**config.mk**
```make
export PLATFORM = sky130hd
export DESIGN_NAME = eth_rx_frame_writer
export DESIGN_NICKNAME = d
export VERILOG_FILES = /design/src/rtl/eth_rx_pkg.sv /design/src/rtl/eth_rx_slot_ring.sv /design/src/rtl/eth_rx_frame_writer.sv
export SDC_FILE = /design/constraint.sdc
export NUM_CORES = 1
export LEC_CHECK = 0
export CORE_MARGIN = 1.5
export CORE_UTILIZATION = 55
export CTS_CLUSTER_SIZE = 16
export DETAILED_ROUTE_END_ITERATION = 16
export PLACE_DENSITY = 0.81
export SETUP_SLACK_MARGIN = 0.5
export SYNTH_ARGS = -nofsm -noshare
export SYNTH_HDL_FRONTEND = slang
export SYNTH_SLANG_ARGS = --single-unit
```
**constraint.sdc**
```tcl
create_clock -name clk_i -period 3.2 [get_ports clk_i]
set_clock_uncertainty 0.2 [all_clocks]
set_input_delay 0.8 -clock clk_i [delete_from_list [all_inputs] [get_ports clk_i]]
set_output_delay 0.8 -clock clk_i [all_outputs]
set_load 0.02 [all_outputs]
```
**src/rtl/eth_rx_pkg.sv**
```systemverilog
// Shared types and sizing helpers for the Ethernet receive frame writer.
package eth_rx_pkg;

    typedef enum logic [1:0] {
        IDLE = 2'd0,
        FILL = 2'd1,
        DROP = 2'd2
    } state_t;

    // Byte-length width: one extra bit so a completely full slot is representable.
    function automatic int len_width(input int ram_size, input int nslot_bits, input int byte_width);
        return ram_size - nslot_bits + $clog2(byte_width) + 1;
    endfunction

    function automatic int slot_words(input int ram_size, input int nslot_bits);
        return 2 ** (ram_size - nslot_bits);
    endfunction

endpackage

```
**src/rtl/eth_rx_slot_ring.sv**
```systemverilog
// Ring of frame slots: write/read slot pointers, occupancy and per-slot byte lengths.
module eth_rx_slot_ring
    import eth_rx_pkg::*;
#(
    parameter int NSLOT_BITS = 2,
    parameter int LEN_W      = 12
) (
    input  logic                  clk_i,
    input  logic                  rst_ni,
    input  logic                  commit,
    input  logic [LEN_W-1:0]      commit_len,
    input  logic                  frm_ready,
    output logic [NSLOT_BITS-1:0] wr_slot,
    output logic                  full,
    output logic                  frm_valid,
    output logic [NSLOT_BITS-1:0] frm_slot,
    output logic [LEN_W-1:0]      frm_len
);

    localparam logic [NSLOT_BITS:0] NSLOT = (NSLOT_BITS+1)'(2 ** NSLOT_BITS);

    logic [NSLOT_BITS-1:0] rd_slot;
    logic [NSLOT_BITS:0]   occ_alloc;
    logic [NSLOT_BITS:0]   occ_vis;
    logic                  commit_q;
    logic [LEN_W-1:0]      len_reg [2**NSLOT_BITS];
    logic                  pop;

    // occ_alloc reserves the slot as soon as the last byte arrives so a back-to-back
    // frame sees it as taken; occ_vis publishes it one cycle later, after the RAM write.
    assign pop       = frm_valid && frm_ready;
    assign full      = (occ_alloc == NSLOT);
    assign frm_valid = (occ_vis != '0);
    assign frm_slot  = rd_slot;
    assign frm_len   = len_reg[rd_slot];

    always_ff @(posedge clk_i or negedge rst_ni) begin
        if (!rst_ni) begin
            wr_slot   <= '0;
            rd_slot   <= '0;
            occ_alloc <= '0;
            occ_vis   <= '0;
            commit_q  <= 1'b0;
            for (int i = 0; i < 2**NSLOT_BITS; i++) begin
                len_reg[i] <= '0;
            end
        end else begin
            commit_q <= commit;
            if (commit) begin
                len_reg[wr_slot] <= commit_len;
                wr_slot          <= wr_slot + 1'b1;
            end
            if (pop) begin
                rd_slot <= rd_slot + 1'b1;
            end
            case ({commit, pop})
                2'b10:   occ_alloc <= occ_alloc + 1'b1;
                2'b01:   occ_alloc <= occ_alloc - 1'b1;
                default: occ_alloc <= occ_alloc;
            endcase
            case ({commit_q, pop})
                2'b10:   occ_vis <= occ_vis + 1'b1;
                2'b01:   occ_vis <= occ_vis - 1'b1;
                default: occ_vis <= occ_vis;
            endcase
        end
    end

endmodule

```
**src/rtl/eth_rx_frame_writer.sv**
```systemverilog
// Packs received bytes into RAM words and commits good frames to a slot ring.
// Optional frame statistics counters are enabled with the ETH_RX_STATS_EN macro.
module eth_rx_frame_writer
    import eth_rx_pkg::*;
#(
    parameter int  RAM_SIZE   = 10,
    parameter int  BYTE_WIDTH = 8,
    parameter int  NSLOT_BITS = 2,
    localparam int LEN_W      = len_width(RAM_SIZE, NSLOT_BITS, BYTE_WIDTH)
) (
    input  logic                    clk_i,
    input  logic                    rst_ni,
    input  logic [7:0]              rx_byte,
    input  logic                    rx_valid,
    input  logic                    rx_last,
    input  logic                    rx_err,
    output logic                    ram_en,
    output logic [BYTE_WIDTH-1:0]   ram_we,
    output logic [RAM_SIZE-1:0]     ram_addr,
    output logic [BYTE_WIDTH*8-1:0] ram_wrdata,
    output logic                    frm_valid,
    output logic [NSLOT_BITS-1:0]   frm_slot,
    output logic [LEN_W-1:0]        frm_len,
    input  logic                    frm_ready,
    output logic [15:0]             drop_cnt,
    output logic [15:0]             err_cnt
);

    localparam int LANE_W = $clog2(BYTE_WIDTH);
    localparam int WIDX_W = $clog2(slot_words(RAM_SIZE, NSLOT_BITS));

    state_t                  state;
    logic [LEN_W-1:0]        byte_cnt;
    logic [BYTE_WIDTH*8-1:0] hold;
    logic [NSLOT_BITS-1:0]   wr_slot;
    logic                    full;

    logic [LANE_W-1:0]       lane;
    logic [WIDX_W-1:0]       word_idx;
    logic                    at_limit;
    logic [BYTE_WIDTH*8-1:0] next_word;
    logic [BYTE_WIDTH-1:0]   we_mask;
    logic                    accept;
    logic                    do_write;
    logic                    commit;
    logic [LEN_W-1:0]        new_len;

    // byte_cnt only reaches its MSB when the slot is exactly full, so any further byte overflows.
    always_comb begin
        lane      = byte_cnt[LANE_W-1:0];
        word_idx  = byte_cnt[LANE_W +: WIDX_W];
        at_limit  = byte_cnt[LEN_W-1];
        new_len   = byte_cnt + LEN_W'(1);
        next_word = hold;
        we_mask   = '0;
        for (int i = 0; i < BYTE_WIDTH; i++) begin
            if (lane == i[LANE_W-1:0]) begin
                next_word[i*8 +: 8] = rx_byte;
            end
            we_mask[i] = (i[LANE_W-1:0] <= lane);
        end
        accept   = rx_valid && ((state == IDLE && !full) || (state == FILL && !at_limit));
        do_write = accept && (lane == LANE_W'(BYTE_WIDTH-1) || rx_last);
        commit   = accept && rx_last && !rx_err;
    end

    always_ff @(posedge clk_i or negedge rst_ni) begin
        if (!rst_ni) begin
            state      <= IDLE;
            byte_cnt   <= '0;
            hold       <= '0;
            ram_en     <= 1'b0;
            ram_we     <= '0;
            ram_addr   <= '0;
            ram_wrdata <= '0;
        end else begin
            ram_en <= 1'b0;
            ram_we <= '0;
            if (do_write) begin
                ram_en     <= 1'b1;
                ram_we     <= we_mask;
                ram_addr   <= {wr_slot, word_idx};
                ram_wrdata <= next_word;
            end
            if (accept) begin
                hold <= next_word;
            end
            case (state)
                IDLE: begin
                    if (rx_valid) begin
                        if (full) begin
                            state <= rx_last ? IDLE : DROP;
                        end else begin
                            state    <= rx_last ? IDLE : FILL;
                            byte_cnt <= rx_last ? '0 : new_len;
                        end
                    end
                end
                FILL: begin
                    if (rx_valid) begin
                        if (at_limit) begin
                            state    <= rx_last ? IDLE : DROP;
                            byte_cnt <= '0;
                        end else if (rx_last) begin
                            state    <= IDLE;
                            byte_cnt <= '0;
                        end else begin
                            byte_cnt <= new_len;
                        end
                    end
                end
                DROP: begin
                    if (rx_valid && rx_last) begin
                        state <= IDLE;
                    end
                end
                default: state <= IDLE;
            endcase
        end
    end

    eth_rx_slot_ring #(
        .NSLOT_BITS (NSLOT_BITS),
        .LEN_W      (LEN_W)
    ) u_ring (
        .clk_i      (clk_i),
        .rst_ni     (rst_ni),
        .commit     (commit),
        .commit_len (new_len),
        .frm_ready  (frm_ready),
        .wr_slot    (wr_slot),
        .full       (full),
        .frm_valid  (frm_valid),
        .frm_slot   (frm_slot),
        .frm_len    (frm_len)
    );

`ifdef ETH_RX_STATS_EN
    logic start_drop;
    logic overflow;
    logic err_end;

    assign start_drop = rx_valid && (state == IDLE) && full;
    assign overflow   = rx_valid && (state == FILL) && at_limit;
    assign err_end    = accept && rx_last && rx_err;

    always_ff @(posedge clk_i or negedge rst_ni) begin
        if (!rst_ni) begin
            drop_cnt <= '0;
            err_cnt  <= '0;
        end else begin
            if ((start_drop || overflow) && drop_cnt != 16'hFFFF) begin
                drop_cnt <= drop_cnt + 16'd1;
            end
            if (err_end && err_cnt != 16'hFFFF) begin
                err_cnt <= err_cnt + 16'd1;
            end
        end
    end
`else
    assign drop_cnt = '0;
    assign err_cnt  = '0;
`endif

endmodule

```
==> metrics, run 1 <==
commonest non-fill, non-tap cell in the layout=sky130_fd_sc_hd__dfrtp_1; switching power total=around 3.8 mW; worst min-delay path class=in -> async; unrepaired setup endpoints after global routing=true; Vias per Instance=5.508; Port Buffers=about 110; clock tree from TritonCTS=done; core footprint=around 17000 um^2; average wire per cell in the routed design=17.61 um; GR Layer Usage met1=0.3154; number of placement rows=48; register-to-register setup slack=roughly 700 ps; global-route wire length before repair=32.52 mm; routability congestion estimate=roughly 0.76; post-synthesis area per instance=between 10 and 15 um^2; leakage power figure=between 5 and 6 nW; Peak supply drop=538.8 uV; largest net degree at the start of global routing=68; DRC Markers=0; Antenna Nets Post-Route=0; GRT met2 Usage=0.3568; Post-CTS Hold Fix Bufs=0; IO Pins=between 100 and 150; power share of the clock group=0.224; Worst slew margin=0.4953; sequential fraction of the synthesis area=0.5599; Slew Viols, Final=0; Sink Count=220; maximum net fanout on the critical path=6; sequential group share of total power=0.389; achievable clock frequency=between 300 and 400 MHz; Reg clk slew, reported paths=60 ps; maximum level of the CTS H-tree=1; final wirelength=20.04 mm; part of the power in combinational logic=0.387; grt peak-use layer=met2; area growth from synthesis to final layout=21.95%; async set-or-reset flop fraction in the synthesized netlist=1.000; Starting DRT DRC Count=372; measured slew at the worst slew-check pin=754.7 ps; Post-DP Area=11180 um^2; synthesized netlist cell count=777; share of layout cells above drive strength 1=0.2421; dpl hpwl=13.14 mm; data arrival time of the worst path=1830 ps; number of max-cap violations=0; setup violators final=0; netlist area before placement=9833 um^2; clock insertion delay at the later pin of the skew report=500 ps; net count reported at finish=about 900; number of standard cells in the layout, taps in and fillers out=1138; width of the die=136.7 um; effective utilization at floorplan=0.5665; fraction of power spent switching nets=0.3392; GRT Total Usage=0.2230; final worst path period need=between 2000 and 3000 ps; count of warnings emitted by yosys=0; total congestion overflow after global routing=0; final critical-path share of the clock period=0.8851; Final Hold Viols=0; cells on worst reg2reg path=4; fill cell total of the finished layout=1223; top library cells by usage in the layout, fill and taps aside=sky130_fd_sc_hd__dfrtp_1 (219), sky130_fd_sc_hd__mux2_2 (116), sky130_fd_sc_hd__clkdlybuf4s50_1 (96); pwr dens=929.9 nW/um^2; number of flops mapped to enable cells by yosys=0; hold slack=52.36 ps; number of instances in the placed design=1095; primary flip-flop cell chosen by synthesis mapping=sky130_fd_sc_hd__dfrtp_1; maximum clock insertion buffer count=3; final sum of negative setup slack=0 ps; initial antenna violation count=0; start-to-end type of the worst setup path=reg -> out; startpoint type of the worst setup path=register; drt pass-1 iters=7; met3 Usage GRT=0.03370; Die Height=roughly 140 um; final instance area=11990 um^2; number of flip-flops and latches in the synthesized netlist=220; Die Footprint=18690 um^2; number of global-route vias before repair=a little over 6000; design internal power=7.369 mW; antenna cells=0; result of the run=finished, final reports clean; count of distinct cell types in the synthesized netlist=49; required time of the critical path=2200 ps; number of buffers created by CTS=21; total via count after detailed routing=between 6000 and 7000; Root Buffer Master=sky130_fd_sc_hd__clkbuf_16; category of the worst setup path capture point=output port
[worst max-delay path: stages (launching register included)]
cell	delay [ps]
sky130_fd_sc_hd__dfrtp_2	410
sky130_fd_sc_hd__buf_6	120
sky130_fd_sc_hd__buf_12	120
sky130_fd_sc_hd__mux4_2	530
sky130_fd_sc_hd__buf_6	160
[power by group through the flow]
stage | sequential, mW | combinational [mW] | clock, mW
CTS | 4.34 | 4.34 | 2.54
finish | 4.34 | 4.32 | 2.50
global placement | 4.33 | 4.09 | 0
floorplan | 4.77 | 2.11 | 0
detailed placement | 4.37 | 4.19 | 0
global route | 4.45 | 4.68 | 2.66
[cell usage after synthesis, types with 7 or more instances]
library cell / count / area share
sky130_fd_sc_hd__mux2_2: 116 / 0.13
sky130_fd_sc_hd__mux2i_1: 64 / 0.065
sky130_fd_sc_hd__clkbuf_1: 13 / 0.0050
sky130_fd_sc_hd__xnor2_1: 11 / 0.0098
sky130_fd_sc_hd__buf_4: 38 / 0.029
sky130_fd_sc_hd__ha_1: 10 / 0.013
sky130_fd_sc_hd__mux4_2: 12 / 0.027
sky130_fd_sc_hd__a21oi_1: 72 / 0.037
sky130_fd_sc_hd__nor2_1: 74 / 0.028
sky130_fd_sc_hd__xor2_1: 7 / 0.0062
sky130_fd_sc_hd__o21ai_0: 10 / 0.0051
sky130_fd_sc_hd__inv_1: 15 / 0.0057
sky130_fd_sc_hd__nand2_1: 20 / 0.0076
sky130_fd_sc_hd__dfrtp_1: 220 / 0.56
sky130_fd_sc_hd__buf_2: 20 / 0.010
[worst paths after layout]
kind / startpoint / endpoint
setup / recovery: u_ring.frm_slot[0]$_DFFE_PN0P_ / frm_len[2]
max in group asynchronous: rst_ni / ram_wrdata[25]$_DFFE_PN0P_
setup reg to reg: byte_cnt[0]$_DFFE_PN0P_ / hold[29]$_DFFE_PN0N_
hold / removal: rst_ni / u_ring.frm_slot[0]$_DFFE_PN0P_
min in group clk_i: u_ring.occ_vis[2]$_DFFE_PN0P_ / u_ring.occ_vis[2]$_DFFE_PN0P_
hold reg to reg: u_ring.occ_vis[2]$_DFFE_PN0P_ / u_ring.occ_vis[2]$_DFFE_PN0P_
[layer usage]
layer	wire, um	part of all wire
met5	0	0
met4	452	0.023
met3	989	0.049
met2	9634	0.48
met1	8962	0.45
[through the flow]
step / worst slack (ps) / util / power (mW)
6_report: 367.8 / 0.6909 / 11.15
5_1_grt: 329.2 / 0.6909 / 11.78
4_1_cts: 375.8 / 0.6887 / 11.21
3_5_place_dp: 23.40 / 0.6444 / 8.559
3_3_place_gp: 52.67 / 0.6444 / 8.425
2_1_floorplan: 520.7 / - / 6.882
[cell families after synthesis]
kind of cell / share of synthesized area
compound gates: 0.05268
xor+xnor: 0.01603
fa+ha+maj: 0.01680
buf+inv: 0.05408
flops: 0.5599
mux: 0.2312
other cells: 0.0003814
simple gates: 0.06897
[timing repair]
item / in CTS / in global routing
gates resized for setup: 76 / 4
pin swaps: 0 / 2
endpoints found under the setup margin: 13 / 17
buffers inserted: 3 / 3
gates cloned: 1 / 0
[final cells by class]
| type | instances | area [um^2] | area share |
|---|---|---|---|
| inverter | 16 | 62.56 | 0.005217 |
| sequential | 220 | 5507 | 0.4592 |
| clock buffer | 29 | 595.6 | 0.04967 |
| multi-input combinational | 495 | 3948 | 0.3292 |
| tap | 225 | 281.5 | 0.02348 |
| clock inverter | 7 | 91.34 | 0.007617 |
| timing repair buffer | 146 | 1506 | 0.1256 |
(Power assumes the default switching activity.)
==> inputs of run 2 (changes only) <==
--- a/config.mk
+++ b/config.mk
@@ -6,10 +6,10 @@
 export NUM_CORES = 1
 export LEC_CHECK = 0
 export CORE_MARGIN = 1.5
-export CORE_UTILIZATION = 55
+export CORE_UTILIZATION = 43
 export CTS_CLUSTER_SIZE = 16
 export DETAILED_ROUTE_END_ITERATION = 16
-export PLACE_DENSITY = 0.81
+export PLACE_DENSITY = 0.66
 export SETUP_SLACK_MARGIN = 0.5
 export SYNTH_ARGS = -nofsm -noshare
 export SYNTH_HDL_FRONTEND = slang
==> metrics, run 2 (synthesized netlist as in run 1, its figures left out) <==
initial antenna violation count=0 (unchanged); global-route wire length before repair=33.73 mm (+3.7%); Post-CTS Hold Fix Bufs=0 (unchanged); final critical-path share of the clock period=0.8813 (-0.003717); final worst path period need=2820 ps (-11.89 ps); commonest non-fill, non-tap cell in the layout=sky130_fd_sc_hd__dfrtp_1; startpoint type of the worst setup path=register; category of the worst setup path capture point=output port; Setup WS post-layout=379.7 ps (+11.90 ps); Reg clk slew, reported paths=60 ps (about the same); start-to-end type of the worst setup path=reg -> out; share of layout cells above drive strength 1=0.2475 (+0.005487); top library cells by usage in the layout, fill and taps aside=sky130_fd_sc_hd__dfrtp_1 (219), sky130_fd_sc_hd__mux2_2 (116), sky130_fd_sc_hd__clkdlybuf4s50_1 (95); Root Buffer Master=sky130_fd_sc_hd__clkbuf_16; register-to-register setup slack=670 ps (-20 ps); power share of the clock group=0.259 (+0.035); dpl hpwl=13.45 mm (+2.3%); Starting DRT DRC Count=288 (-23%); final instance area=12220 um^2 (+1.9%); GRT Total Usage=0.1783 (-0.04473); maximum clock insertion buffer count=3 (unchanged); measured slew at the worst slew-check pin=793.3 ps (+38.67 ps); effective utilization at floorplan=0.4356 (-0.1309); design internal power=7.801 mW (+5.9%); IO Pins=144 (unchanged); routability congestion estimate=0.7394 (-2.6%); unrepaired setup endpoints after global routing=true; setup slack at placement=46.87 ps (+23.48 ps); number of global-route vias before repair=6225 (+2.3%); Die Height=154.2 um (+13%); Peak supply drop=413.1 uV (-23%); final sum of negative setup slack=0 ps (unchanged); clock tree from TritonCTS=done; drt pass-1 iters=4 (-3); Vias per Instance=5.111 (-7.2%); worst min-delay path class=in -> async; required time of the critical path=2200 ps (about the same); maximum level of the CTS H-tree=1 (unchanged); Sink Count=220 (unchanged); setup violators final=0 (unchanged); total via count after detailed routing=6144 (-2.0%); number of buffers created by CTS=23 (+9.5%); maximum net fanout on the critical path=7 (+1); Port Buffers=111 (unchanged); core footprint=22570 um^2 (+30%); Die Footprint=23780 um^2 (+27%); clock insertion delay at the later pin of the skew report=510 ps (about the same); total congestion overflow after global routing=0 (unchanged); number of placement rows=55 (+15%); fraction of power spent switching nets=0.3286 (-0.01052); Worst slew margin=0.4694 (-0.02586); pwr dens=951.0 nW/um^2 (+2.3%); largest net degree at the start of global routing=71 (+4.4%); Slew Viols, Final=0 (unchanged); sequential group share of total power=0.372 (-0.017); Post-DP Area=11250 um^2 (+0.59%); data arrival time of the worst path=1820 ps (about the same); antenna cells=0 (unchanged); switching power total=3.819 mW (+0.98%); average wire per cell in the routed design=16.93 um (-3.9%); final wirelength=20.35 mm (+1.5%); net count reported at finish=927 (+0.11%); Antenna Nets Post-Route=0 (unchanged); result of the run=finished, final reports clean; number of max-cap violations=0 (unchanged); leakage power figure=5.756 nW (+1.2%); Final Hold Viols=0 (unchanged); achievable clock frequency=354.6 MHz (+0.42%); width of the die=154.2 um (+13%); end-of-flow core utilization=0.5414 (-0.1495); part of the power in combinational logic=0.370 (-0.017); area growth from synthesis to final layout=24.26%; DRC Markers=0 (unchanged)
==> run 2: cell count changes in the layout (fill, tap and decap cells not counted), moves of 2 or more <==
cell,delta
sky130_fd_sc_hd__bufinv_16,+4
sky130_fd_sc_hd__clkbuf_16,+2
sky130_fd_sc_hd__clkbuf_8,+2
sky130_fd_sc_hd__clkinv_2,-2
sky130_fd_sc_hd__dlygate4sd2_1,+2
==> run 2: stage by stage <==
| stage | total power, mW | hold slack, ps | cells |
|---|---|---|---|
| final | 11.62 | 57.80 | 1202 |
| after global routing | 12.32 | 89.38 | 1202 |
| after CTS | 11.72 | 70.72 | 1200 |
| after detailed placement | 8.578 | 253.8 | 1155 |
| after global placement | 8.491 | 251.0 | 1155 |
| after floorplan | 6.882 | 235.2 | 808 |
==> run 2: area by class of cell <==
class	count	area (um^2)
clock buffers	32	659.4
clock inverters	9	202.7
fillers	1884	10350
inverters	16	62.56
multi-input cells	495	3955
flip-flops and latches	220	5507
well taps	285	356.6
repair buffers	145	1476
==> run 2: repair_timing <==
item	4_1_cts	5_1_grt
pin swaps	0	3
gates resized for setup	76	5
buffers inserted	3	2
endpoints found under the setup margin	15	17
cloned	1	0
==> run 2: per-layer routing <==
metal	routed length [um]	up-vias	track usage
li1	-	2911	-
met1	9657	3083	0.2555
met5	0	-	0
met3	717	23	0.02242
met4	374	0	0.04947
met2	9595	127	0.2870
==> run 2: power by group through the flow <==
| stage | registers [mW] | clock network (mW) | logic (mW) |
|---|---|---|---|
| 2_1_floorplan | 4.77 | 0 | 2.11 |
| 3_3_place_gp | 4.34 | 0 | 4.15 |
| 3_5_place_dp | 4.37 | 0 | 4.21 |
| 4_1_cts | 4.33 | 3.07 | 4.32 |
| 5_1_grt | 4.46 | 3.19 | 4.67 |
| 6_report | 4.32 | 3.01 | 4.29 |
==> run 2: final timing paths <==
| check | startpoint | end | depth (start not counted) |
|---|---|---|---|
| worst min register to register | u_ring.occ_vis[2]$_DFFE_PN0P_ | u_ring.occ_vis[2]$_DFFE_PN0P_ | 1 |
| worst max-delay path | u_ring.frm_slot[0]$_DFFE_PN0P_ | frm_len[4] | 4 |
| min in group clk_i | u_ring.occ_vis[2]$_DFFE_PN0P_ | u_ring.occ_vis[2]$_DFFE_PN0P_ | 1 |
| worst max register to register | state[0]$_DFFE_PN0P_ | u_ring.occ_alloc[1]$_DFFE_PN0P_ | 7 |
| worst min-delay path | rst_ni | ram_wrdata[38]$_DFFE_PN0P_ | 1 |
| max in group asynchronous | rst_ni | u_ring.occ_vis[1]$_DFFE_PN0P_ | 2 |
==> run 2: critical path, stage by stage, from the launching register on <==
cell                      delay (ps)
sky130_fd_sc_hd__dfrtp_2         390
sky130_fd_sc_hd__buf_4           130
sky130_fd_sc_hd__buf_12          130
sky130_fd_sc_hd__mux4_2          510
sky130_fd_sc_hd__buf_6           150
